[src/rtl/blood_ph_sampler.sv]
// blood_ph_sampler: pH probe front end.
// Synchronizes the probe line and decodes 7-bit UART-style frames
// (start, 4 data bits LSB first, even parity, stop). Good samples are
// averaged over 2^AVG_LOG2 frames before being presented on bloodPH.
// Optional feature macro: BLOOD_PH_STALE_EN adds the sensorStale output
// and the staleness timer sized by TIMEOUT_CYCLES.
//
// Output strobes: phValid and frameError are single-cycle pulses with no
// ready/back-pressure. phValid marks the cycle in which bloodPH carries a
// freshly updated value. frameError marks a rejected frame. The two are
// never high together.
module blood_ph_sampler #(
    parameter int BIT_CYCLES = 16,
    parameter int AVG_LOG2   = 2
`ifdef BLOOD_PH_STALE_EN
    ,
    parameter int TIMEOUT_CYCLES = 1000000
`endif
) (
    input  logic       clk,
    input  logic       rst,
    input  logic       phSerial,
    output logic [3:0] bloodPH,
    output logic       phValid,
    output logic       frameError
`ifdef BLOOD_PH_STALE_EN
    ,
    output logic       sensorStale
`endif
);

    localparam int TW   = $clog2(BIT_CYCLES);
    localparam int AW   = 4 + AVG_LOG2;
    localparam int CNTW = AVG_LOG2 + 1;
    localparam logic [TW-1:0]   FULL_LAST = TW'(BIT_CYCLES - 1);
    localparam logic [TW-1:0]   HALF_LAST = TW'(BIT_CYCLES / 2 - 1);
    localparam logic [CNTW-1:0] CNT_LAST  = CNTW'((1 << AVG_LOG2) - 1);

    typedef enum logic [2:0] {
        IDLE   = 3'd0,
        START  = 3'd1,
        DATA   = 3'd2,
        PARITY = 3'd3,
        STOP   = 3'd4
    } stateT;

    stateT           state;
    stateT           nextState;
    logic [1:0]      syncQ;
    logic            sync;
    logic [TW-1:0]   bitTimer;
    logic [1:0]      bitIdx;
    logic [3:0]      shiftReg;
    logic            parityBit;
    logic            bitTick;
    logic            frameDone;
    logic            frameGood;
    logic            frameBad;
    logic [AW-1:0]   acc;
    logic [AW-1:0]   sum;
    logic [CNTW-1:0] sampleCnt;

    // Two-flop synchronizer; resets to the idle (high) line level.
    always_ff @(posedge clk) begin
        if (rst) syncQ <= 2'b11;
        else     syncQ <= {syncQ[0], phSerial};
    end

    assign sync = syncQ[1];

    // FSM state register.
    always_ff @(posedge clk) begin
        if (rst) state <= IDLE;
        else     state <= nextState;
    end

    // FSM next-state logic.
    always_comb begin
        nextState = state;
        case (state)
            IDLE:    if (!sync) nextState = START;
            START:   if (bitTick) nextState = sync ? IDLE : DATA;
            DATA:    if (bitTick && bitIdx == 2'd3) nextState = PARITY;
            PARITY:  if (bitTick) nextState = STOP;
            STOP:    if (bitTick) nextState = IDLE;
            default: nextState = IDLE;
        endcase
    end

    // FSM outputs: bit sample strobe and end-of-frame verdict.
    always_comb begin
        bitTick   = 1'b0;
        frameDone = 1'b0;
        frameGood = 1'b0;
        frameBad  = 1'b0;
        case (state)
            START:               bitTick = (bitTimer == HALF_LAST);
            DATA, PARITY, STOP:  bitTick = (bitTimer == FULL_LAST);
            default:             bitTick = 1'b0;
        endcase
        frameDone = (state == STOP) && bitTick;
        frameGood = frameDone && sync && ((^shiftReg) == parityBit);
        frameBad  = frameDone && !frameGood;
    end

    // Bit timing, data shift register and parity capture.
    always_ff @(posedge clk) begin
        if (rst) begin
            bitTimer  <= '0;
            bitIdx    <= 2'd0;
            shiftReg  <= 4'd0;
            parityBit <= 1'b0;
        end else begin
            if (state == IDLE || bitTick) bitTimer <= '0;
            else                          bitTimer <= bitTimer + TW'(1);

            if (state != DATA) bitIdx <= 2'd0;
            else if (bitTick)  bitIdx <= bitIdx + 2'd1;

            if (state == DATA && bitTick)   shiftReg  <= {sync, shiftReg[3:1]};
            if (state == PARITY && bitTick) parityBit <= sync;
        end
    end

    assign sum = acc + AW'(shiftReg);

    // Averaging of good samples and output strobes.
    always_ff @(posedge clk) begin
        if (rst) begin
            acc        <= '0;
            sampleCnt  <= '0;
            bloodPH    <= 4'd0;
            phValid    <= 1'b0;
            frameError <= 1'b0;
        end else begin
            phValid    <= 1'b0;
            frameError <= frameBad;
            if (frameGood) begin
                if (sampleCnt == CNT_LAST) begin
                    bloodPH   <= sum[AW-1:AVG_LOG2];
                    phValid   <= 1'b1;
                    acc       <= '0;
                    sampleCnt <= '0;
                end else begin
                    acc       <= sum;
                    sampleCnt <= sampleCnt + CNTW'(1);
                end
            end
        end
    end

`ifdef BLOOD_PH_STALE_EN
    localparam int SW = $clog2(TIMEOUT_CYCLES + 1);
    localparam logic [SW-1:0] STALE_LIMIT = SW'(TIMEOUT_CYCLES);

    logic [SW-1:0] staleCnt;

    // Staleness timer: saturates at the limit, restarts on each new value.
    always_ff @(posedge clk) begin
        if (rst)                          staleCnt <= '0;
        else if (phValid)                 staleCnt <= '0;
        else if (staleCnt != STALE_LIMIT) staleCnt <= staleCnt + SW'(1);
    end

    assign sensorStale = (staleCnt == STALE_LIMIT);
`endif

endmodule

[config.mk]
export PLATFORM = sky130hd
export DESIGN_NAME = blood_ph_sampler
export DESIGN_NICKNAME = d
export VERILOG_FILES = /design/src/rtl/blood_ph_sampler.sv
export SDC_FILE = /design/constraint.sdc
export NUM_CORES = 1
export LEC_CHECK = 0
export BUFFER_PORTS_ARGS = -buffer_cell sky130_fd_sc_hd__buf_2
export CAP_MARGIN = 10
export CELL_PAD_IN_SITES_DETAIL_PLACEMENT = 2
export CELL_PAD_IN_SITES_GLOBAL_PLACEMENT = 2
export CORE_MARGIN = 2
export CORE_UTILIZATION = 40
export DETAILED_ROUTE_END_ITERATION = 6
export PLACE_DENSITY = 0.91
export SYNTH_ARGS = -nofsm -noshare
export SYNTH_HDL_FRONTEND = slang
export SYNTH_SLANG_ARGS = --single-unit
[constraint.sdc]
create_clock -name clk -period 3.2 [get_ports clk]
set_clock_uncertainty 0.05 [all_clocks]
set_input_delay 0 -clock clk [delete_from_list [all_inputs] [get_ports clk]]
set_output_delay 0 -clock clk [all_outputs]
set_load 0.01 [all_outputs]
==> run metrics, run 1 <==
Crit path largest cell delay 0.40 ns; CP max stage cell fa_1; final worst-path cycle share between 60% and 70%; post-synth cell types 43; Reg2Reg Setup Slack ~1.1 ns; Slew Limit Fails 0; H-tree levels 2; Die X 64.4 um; Yosys reg bits 31; register area share after synthesis between 40% and 50%; Die Y 64.4 um; CP Capture Type flip-flop; FP Rows 21; Pwr Total ~670 uW; IO buf count 8; WS Path Type reg -> reg; Clock Latency Late Sink 0.34 ns; TritonCTS Buffers 5; Post-CTS Setup Bufs 0; Max Cap Viol 0; post-DP HPWL roughly 2.4 mm; first-pass GRT wire length 6.27 mm; fill count just under 400; status finished, final reports clean; Routed WL per cell between 15 and 20 um; RSZ-0062 raised after global routing no; antenna fix cells 0; Max-Slew Margin vs Limit a little under two thirds; Iteration-0 DRC Markers 39; number of global-route vias before repair roughly 1300; area post-placement between 1500 and 2000 sq um; Max IR drop VDD slightly below 200 uV; crit path to acc[4]; area of the core 3420 sq um; share of cells above drive strength 1 14.8%; leakage power approximately 0.00071 uW; Final Non-Filler Cells between 200 and 250; Syn. warnings 0; Setup TNS Final 0 ns; crit start category flip-flop; final hold vios 0; GR Overflow Total 0; r2r endpoint acc[4]; Clock transition at path regs 0.10 ns; slew at the pin with the worst max-slew slack 0.545 ns; num ports 9; CTS root buffer clkbuf_4; Worst EP arrival ~2.3 ns; dpl cells roughly 200; design area 1600 sq um; reg2reg start shiftReg[0]; pin count of the biggest net entering global routing 27; via count around 1100; CTS tree built; Worst Reg2Reg Path Length in Cells 8; Initial Util a little over two fifths; Final min period between 2 and 2.5 ns; P per Cell Area around 420 nW/um^2; post-synthesis net count approximately 160; Fmax 474 MHz; total iterations of the first detailed-routing run 4; # clock sinks 31; Post-Syn Area 1460 sq um; CP max FO 3; DRT Wirelength approximately 3.5 mm; Area Growth Syn to Fin 9.77%; Critical Path Start shiftReg[0]; gpl congestion roughly 0.73; Syn Area/Cell around 9.6 sq um; drt drc 0; GRT Total Usage 20.1%; DR vias/cell slightly above 5; Required @ worst endpoint roughly 3.4 ns; # nets final approximately 170; Die ar. a little over 4000 sq um; CTS max path bufs 2; final antenna-violating net count 0; HP Class in -> reg; synthesized instance count between 150 and 200; Final Setup Violations 0; antenna violations before repair 0; crit path cell chain ha_1 > inv_1 > fa_1 > nand2b_1 > a21boi_0 > o21ai_0 > a32oi_1 > nor2_1
[what timing repair did]
action	in CTS	in global routing
hold endpoints to repair	1	0
hold buffers	1	0
gates resized for setup	0	0
[kinds of logic (layout without fill, tap and decap cells)]
| group | Yosys count | after routing | share of synthesized area (%) |
|---|---|---|---|
| AOI/OAI and AO/OA | 21 | 21 | 11.0 |
| xor gates and xnor gates | 9 | 9 | 6.86 |
| adders and majority gates | 8 | 8 | 7.37 |
| buffers and inverters | 15 | 25 | 4.37 |
| DFF | 31 | 31 | 42.5 |
| muxes | 11 | 11 | 7.54 |
| and+or+nand+nor | 57 | 57 | 20.4 |
[Yosys cell counts (all sizes together)]
library cell	number	area share, %
a22oi	6	3.1
clkbuf	4	1.1
fa	1	1.4
nor3	2	0.69
nor2b	1	0.43
and4b	1	0.69
or3	1	0.43
buf	3	1.2
a21oi	4	1.9
and4bb	1	0.86
ha	7	6.0
xnor3	1	1.5
a211oi	1	0.51
xor2	4	2.4
nand3	6	2.4
o21ai	3	1.0
or3b	1	0.60
a32oi	1	0.60
dfxtp	31	43
a21boi	1	0.51
mux2i	11	7.5
xnor2	4	2.9
nor3b	1	0.51
inv	8	2.1
o2111ai	2	1.6
and2	2	0.86
nor2	29	7.5
o311a	1	0.69
and3	1	0.43
nand2b	1	0.43
or2	2	0.86
o211ai	2	1.0
nand3b	1	1.4
nand4	1	0.86
nand2	6	1.5
[metal layers]
metal	vias to the layer above	global-route usage, %	share of wire [%]	wire length [um]
li1	538	-	-	-
met1	522	23.8	45	1570
met2	11	34.4	51	1800
met3	5	5.73	2.8	97
met4	0	7.98	1.6	56
met5	-	0	0	0
[area by class of cell]
class | instances | area [sq um] | area share, %
clock buffer | 8 | 68.8 | 4.29
inverter | 8 | 30.0 | 1.87
multi-input combinational | 106 | 776 | 48.4
sequential | 31 | 621 | 38.7
tap | 46 | 57.6 | 3.59
timing repair buffer | 9 | 50.0 | 3.12
[layout by cell type, fill, tap and decap left out, types with 3 or more instances in the layout]
cell,netlist,final
dfxtp_1,31,31
nor2_1,29,29
mux2i_1,11,11
inv_1,8,8
buf_2,2,8
ha_1,7,7
nand2_1,6,6
a22oi_1,6,6
nand3_1,5,5
clkbuf_4,0,5
xor2_1,4,4
xnor2_1,3,3
[stage by stage]
step	setup slack (ns)	hold WS, ns	utilization, %
after floorplan	1.36	0.0538	-
after global placement	1.26	0.138	44.6
after detailed placement	1.11	0.139	44.6
after CTS	1.08	0.0402	46.9
after global routing	0.897	0.0639	46.9
final	1.09	0.0523	46.9
[worst max-delay path, delay by kind of cell, from the launching register on]
kind                       cells  cell delay, ns
DFF                            1            0.38
buffers and inverters          1            0.07
adders and majority gates      2            0.60
AOI/OAI and AO/OA              3            0.68
and+or+nand+nor                2            0.23
[flip-flops by register name, summed over array words and instances (netlist names)]
register,cells
sampleCnt,3
state,3
acc,6
shiftReg,4
syncQ,2
bitIdx,2
bitTimer,4
parityBit,1
frameError,1
bloodPH,4
phValid,1
[worst min-delay path by stage]
stage | startpoint | endpoint | slack, ns | depth (start not counted)
floorplan | phSerial | syncQ[0] | 0.05 | 1
global placement | phSerial | syncQ[0] | 0.14 | 2
detailed placement | phSerial | syncQ[0] | 0.14 | 2
CTS | rst | bloodPH[3] | 0.04 | 2
global route | rst | bloodPH[0] | 0.06 | 2
finish | rst | bloodPH[0] | 0.05 | 2
[power by group]
part / leakage, uW / internal [uW] / total (uW) / switching [uW]
registers: 0.000250 / 388 / 391 / 3.04
logic: 0.000418 / 4.95 / 14.5 / 9.52
clock network: 0.0000386 / 129 / 269 / 140
(Power assumes the default switching activity.)
==> inputs of run 2 (changes only) <==
--- a/config.mk
+++ b/config.mk
@@ -10,9 +10,9 @@
 export CELL_PAD_IN_SITES_DETAIL_PLACEMENT = 2
 export CELL_PAD_IN_SITES_GLOBAL_PLACEMENT = 2
 export CORE_MARGIN = 2
-export CORE_UTILIZATION = 40
+export CORE_UTILIZATION = 34
 export DETAILED_ROUTE_END_ITERATION = 6
-export PLACE_DENSITY = 0.91
+export PLACE_DENSITY = 0.83
 export SYNTH_ARGS = -nofsm -noshare
 export SYNTH_HDL_FRONTEND = slang
 export SYNTH_SLANG_ARGS = --single-unit
==> constraint.sdc (replaced) <==
create_clock -name clk -period 1.9 [get_ports clk]
set_clock_uncertainty 0.05 [all_clocks]
set_input_delay 0 -clock clk [delete_from_list [all_inputs] [get_ports clk]]
set_output_delay 0 -clock clk [all_outputs]
set_load 0.01 [all_outputs]
==> run 2 against run 1 <==
Effect of this change: final area up 14%; final cell count up 8.7%; sequential cell count unchanged; setup slack worse by 1.1 ns; first-iteration DRC count up 28%; combinational power up 94%; critical path depth down 2; power up 100%; sequential power up 68%; via count up 8.7%; die area up 16%; critical path type unchanged; global-route usage down 2.2 points; largest power group is now the clock network.
==> run metrics, run 2 (same netlist as run 1, synthesis figures left out) <==
Max IR drop VDD 424 uV (+110%); fin util 45.2% (-1.7 points); reg2reg start parityBit; max reg flops 6 (unchanged); leakage power 0.000803 uW (+14%); Final min period 1.87 ns (-0.241 ns); # clock sinks 31 (unchanged); status finished, final reports clean; Clock Power Share 50.1% (+10 points); CP delay by family, top XOR/XNOR gates; most frequent cells in the layout 29 x nor2_1, 29 x dfxtp_1, 13 x buf_4; Clock transition at path regs 0.07 ns (-0.03 ns); antenna fix cells 0 (unchanged); Sw Share 21.0% (-1.6 points); DRT Wirelength 4.12 mm (+17%); share of cells above drive strength 1 28.4% (+14 points); Routed WL per cell 18.2 um (+7.8%); post-DP HPWL 2.65 mm (+11%); area of the core 4060 sq um (+19%); fill count 445 (+15%); RSZ-0062 raised after global routing yes; slew at the pin with the worst max-slew slack 0.491 ns (-0.0542 ns); Area Growth Syn to Fin 25.5%; pin count of the biggest net entering global routing 27 (unchanged); WS Path Type reg -> reg; CTS max path bufs 2 (unchanged); IO buf count 8 (unchanged); P per Cell Area 751 nW/um^2 (+78%); design area 1830 sq um (+14%); final hold vios 0 (unchanged); hold path cells 2 (unchanged); Max Cap Viol 0 (unchanged); Die ar. 4830 sq um (+16%); # nets final 186 (+8.1%); Slew Limit Fails 0 (unchanged); CTS tree built; hold_sp rst; DR vias/cell 5.18 (about the same); met3 Use GR 4.80% (-0.93 points); drt drc 0 (unchanged); Critical Path Start parityBit; Max-Slew Margin vs Limit 67.3% (+3.9 points); HP Class in -> reg; GR peak layer met2; combinational power share 2.0% (about the same); met1 GRT Util 20.0% (-3.8 points); via count 1170 (+8.7%); crit path cell chain xnor3_2 > xnor2_4 > and4b_2 > buf_6 > a32oi_1 > nor2_1; CTS root buffer clkbuf_8; total iterations of the first detailed-routing run 4 (unchanged); antenna violations before repair 0 (unchanged); Final Setup Violations 0 (unchanged); Pwr Total 1380 uW (+100%); H-tree levels 2 (unchanged); sequential fraction of design power 47.8% (-10 points); gpl congestion 0.819 (+12%); NetSw 288 uW (+90%); final antenna-violating net count 0 (unchanged); Worst Reg2Reg Path Length in Cells 6 (-2); TritonCTS Buffers 5 (unchanged); Initial Util 36.0% (-6.8 points); Min-Delay Endpoint acc[2]; Crit path largest cell delay 0.47 ns (+0.07 ns); num ports 9 (unchanged); FP Rows 23 (+9.5%); Reg2Reg Setup Slack 0.03 ns (-1.06 ns); Int Pwr 1090 uW (+110%); number of global-route vias before repair 1320 (+4.4%); CP Capture Type flip-flop; WP buf/inv 1 (unchanged); Worst EP arrival 2.04 ns (-0.24 ns); GR Overflow Total 0 (unchanged); Fmax 535 MHz (+13%); r2r endpoint acc[4]; first-pass GRT wire length 6.68 mm (+6.5%); CP max stage cell xnor3_2; Die X 69.5 um (+7.9%); GRT Total Usage 17.9% (-2.2 points); Clock Latency Late Sink 0.29 ns (-0.05 ns); area post-placement 1610 sq um (+5.7%); crit start category flip-flop; most flop-heavy register acc; CP max FO 5 (+2); Die Y 69.5 um (+7.9%); Iteration-0 DRC Markers 50 (+28%); final worst-path cycle share 98.3% (+32 points); GRT met2 Usage 32.1% (-2.3 points); Crit. path cell count 6 (-2); Required @ worst endpoint 2.07 ns (-1.30 ns)
## run 2: area by class of cell
type                       instances  area, sq um  area share [%]
clock buffer                       6         82.6            4.51
tap                               50         62.6            3.41
multi-input combinational        106          841            45.9
clock inverter                     2         35.0            1.91
sequential                        31          623            34.0
timing repair buffer              23          159            8.67
inverter                           8         30.0            1.64
## run 2: metal layers
metal	wire (um)	vias to the layer above	share of wire, %
met2	2230	13	54
li1	-	567	-
met4	46	0	1.1
met1	1740	584	42
met5	0	-	0
met3	105	6	2.5
## run 2: worst max-delay path by stage
| stage | slack (ns) | endpoint |
|---|---|---|
| global route | -0.05 | acc[4] |
| detailed placement | -0.11 | bloodPH[2] |
| floorplan | 0.06 | acc[4] |
| CTS | 0.02 | acc[4] |
| global placement | 0.06 | bloodPH[2] |
| finish | 0.03 | acc[4] |
## run 2: timing repair
action                                  4_1_cts  5_1_grt
setup buffers                                 0        3
hold buffers                                  1        0
pin swaps                                     2        4
endpoints found under the setup margin        4       10
endpoints found under the hold margin         1        0
gates resized for setup                       6       11
## run 2: power groups by stage
stage	combinational, uW	sequential [uW]	clock (uW)
2_1_floorplan	21.0	669	0
3_3_place_gp	24.0	672	0
3_5_place_dp	25.8	672	0
4_1_cts	28.2	658	701
5_1_grt	31.4	658	734
6_report	28.1	658	690
## run 2: through the flow
stage          setup WS [ns]  cells  hold slack, ns  TNS, ns
3_3_place_gp          0.0584    214           0.136        0
4_1_cts               0.0202    223           0.110        0
6_report              0.0322    226           0.111        0
3_5_place_dp          -0.106    214           0.138   -0.208
2_1_floorplan         0.0607    152          0.0538        0
5_1_grt              -0.0515    226           0.136   -0.154
==> inputs of run 3 (changes only) <==
--- a/config.mk
+++ b/config.mk
@@ -5,12 +5,13 @@
 export SDC_FILE = /design/constraint.sdc
 export NUM_CORES = 1
 export LEC_CHECK = 0
+export ABC_AREA = 1
 export BUFFER_PORTS_ARGS = -buffer_cell sky130_fd_sc_hd__buf_2
 export CAP_MARGIN = 10
 export CELL_PAD_IN_SITES_DETAIL_PLACEMENT = 2
 export CELL_PAD_IN_SITES_GLOBAL_PLACEMENT = 2
 export CORE_MARGIN = 2
-export CORE_UTILIZATION = 34
+export CORE_UTILIZATION = 31
 export DETAILED_ROUTE_END_ITERATION = 6
 export PLACE_DENSITY = 0.83
 export SYNTH_ARGS = -nofsm -noshare
==> run 3 against run 2 <==
Effect of this change: die area increased by 14%; wire length increased by 9.4%; highest routed layer unchanged; area after synthesis rose by 4.5%; clock power shrank 24%.
==> run metrics, run 3 <==
FP Rows 25 (+8.7%); CP delay by family, top adder cells; Worst EP arrival 1.98 ns (-0.06 ns); Post-synth EDFFs 0 (unchanged); TritonCTS Buffers 5 (unchanged); Slew Limit Fails 0 (unchanged); final worst-path cycle share 95.4% (-2.9 points); CTS tree built; Post-synth top flop dfxtp_1; antenna violations before repair 0 (unchanged); Final min period 1.81 ns (-0.0551 ns); register area share after synthesis 40.7% (-1.8 points); area of the core 4720 sq um (+16%); H-tree levels 2 (unchanged); pin count of the biggest net entering global routing 17 (-37%); post-synth top area share 40.7% (-1.8 points); most frequent cells in the layout 44 x nand2_1, 29 x dfxtp_1, 21 x a21oi_1; CP max stage cell fa_1; most flop-heavy register acc; number of global-route vias before repair 1506 (+14%); CP max FO 3 (-2); Die ar. 5500 sq um (+14%); crit path cell chain ha_2 > inv_1 > fa_1 > o21ai_2 > xor2_1 > nand3_1 > a21oi_1; Max-Slew Margin vs Limit 71.6% (+4.3 points); Routed WL per cell 15.7 um (-14%); IO buf count 8 (unchanged); WS Path Type reg -> reg; Die Y 74.1 um (+6.6%); Yosys reg bits 31 (unchanged); P per Cell Area 809 nW/um^2 (+7.8%); Die X 74.1 um (+6.6%); top-count cell post-synth nand2_1; Syn. warnings 0 (unchanged); leakage power 0.000775 uW (-3.5%); commonest cells in the netlist 45 x nand2_1, 31 x dfxtp_1, 21 x a21oi_1, 19 x inv_1, 19 x nor2_1; Clock Latency Late Sink 0.28 ns (about the same); WP buf/inv 1 (unchanged); total iterations of the first detailed-routing run 4 (unchanged); HP Class in -> reg; CP Capture Type flip-flop; final antenna-violating net count 0 (unchanged); GR Overflow Total 0 (unchanged); post-synth cell types 25 (-42%); synthesized instance count 203 (+34%); Crit path largest cell delay 0.41 ns (-0.06 ns); final hold vios 0 (unchanged); slew at the pin with the worst max-slew slack 0.426 ns (-0.0656 ns); design area 1790 sq um (-2.1%); max reg flops 6 (unchanged); drt drc 0 (unchanged); Clock transition at path regs 0.07 ns (about the same); hold slack 0.0596 ns (-0.0515 ns); post-DP HPWL 2.98 mm (+12%); GRT Total Usage 18.3% (+0.43 points); post-synthesis net count 214 (+31%); Max Cap Viol 0 (unchanged); via count 1426 (+22%); top post-synthesis cells by area dfxtp_1 41%, nand2_1 11%, a21oi_1 6.9%; CTS max path bufs 2 (unchanged); Post-CTS Setup Bufs 0 (unchanged); Area Growth Syn to Fin 17.6%; share of cells above drive strength 1 18.2% (-10 points); CTS root buffer clkbuf_8; Post-Syn Area 1530 sq um (+4.5%); DR vias/cell 4.97 (-4.0%); # nets final 231 (+24%); # clock sinks 31 (unchanged); Final Setup Violations 0 (unchanged); status finished, final reports clean; area post-placement 1680 sq um (+4.0%); antenna fix cells 0 (unchanged); Max IR drop VDD 378 uV (-11%); Initial Util 32.3% (-3.7 points); Syn Area/Cell 7.51 sq um (-22%); Synth area leader dfxtp_1; Required @ worst endpoint 2.06 ns (about the same); commonest non-fill, non-tap cell in the layout nand2_1; fill count 554 (+24%); first-pass GRT wire length 7.50 mm (+12%); Synth async-reset ratio 0% (unchanged); gpl congestion 0.736 (-10%); DRT Wirelength 4.51 mm (+9.4%); Iteration-0 DRC Markers 38 (-24%); crit start category flip-flop; Fmax 552 MHz (+3.0%); num ports 9 (unchanged)
## run 3: cell types whose count changed in the layout (fill, tap and decap cells not counted), sizes merged, moves of 8 or more
cell | before | now
nor2 | 29 | 21
inv | 8 | 22
nand2 | 6 | 48
mux2i | 11 | 0
o21ai | 3 | 12
a21oi | 4 | 21
nand3 | 6 | 20
buf | 22 | 13
## run 3: worst paths after layout
path                     end  cells past startpoint  slack (ns)  startpoint
setup / recovery  bloodPH[2]                      7        0.09      acc[0]
hold / removal        acc[4]                      2        0.06         rst
setup reg to reg  bloodPH[2]                      7        0.09      acc[0]
hold reg to reg     syncQ[1]                      1        0.36    syncQ[0]
## run 3: report_power, final
part	switching, uW	leakage (uW)	internal, uW
registers	30.6	0.000252	679
logic	146	0.000476	68.1
clock network	243	0.0000470	284
total	420	0.000775	1030
## run 3: worst register-to-register path, cell delays in order, from the launching register on
cell	delay, ns
dfxtp_1	0.34
ha_2	0.20
inv_1	0.06
fa_1	0.41
o21ai_2	0.18
xor2_1	0.22
nand3_1	0.12
a21oi_1	0.16
## run 3: cell families (layout without fill, tap and decap cells)
family / Yosys count / count (layout) / share of synthesized area [%]
simple gates: 97 / 97 / 30.2
compound gates: 35 / 35 / 11.7
flops: 31 / 31 / 40.7
buf+inv: 26 / 43 / 6.89
fa+ha+maj: 8 / 8 / 7.05
xor+xnor: 6 / 6 / 3.45
## run 3: routing by layer
layer | part of all wire (%) | track usage (%) | wire (um)
met3 | 2.2 | 3.66 | 97
met5 | 0 | 0 | 0
met2 | 51 | 30.7 | 2300
met1 | 46 | 23.7 | 2070
met4 | 0.93 | 6.06 | 42
## run 3: cell type report
| class | instances | area [sq um] | area share (%) |
|---|---|---|---|
| clock buffers | 6 | 82.6 | 4.60 |
| flip-flops and latches | 31 | 623 | 34.7 |
| repair buffers | 14 | 100 | 5.58 |
| well taps | 67 | 83.8 | 4.67 |
| inverters | 22 | 82.6 | 4.60 |
| multi-input cells | 146 | 817 | 45.5 |
| clock inverters | 1 | 5.00 | 0.279 |
## run 3: what timing repair did
action / in CTS / in global routing
cloned: 0 / 0
gates resized for setup: 1 / 7
setup endpoints to repair: 2 / 11
endpoints found under the hold margin: 1 / 0
hold buffers: 1 / 0
pin swaps: 0 / 1
## run 3: through the flow
step | setup WS, ns | std cells | total power [uW] | utilization (%) | setup TNS (ns)
after floorplan | 0.237 | 203 | 872 | - | 0
after global placement | 0.145 | 279 | 916 | 35.5 | 0
after detailed placement | 0.0648 | 279 | 927 | 35.5 | 0
after CTS | 0.0156 | 287 | 1460 | 37.6 | 0
after global routing | -0.00673 | 287 | 1520 | 38.0 | -0.00673
final | 0.0873 | 287 | 1450 | 38.0 | 0
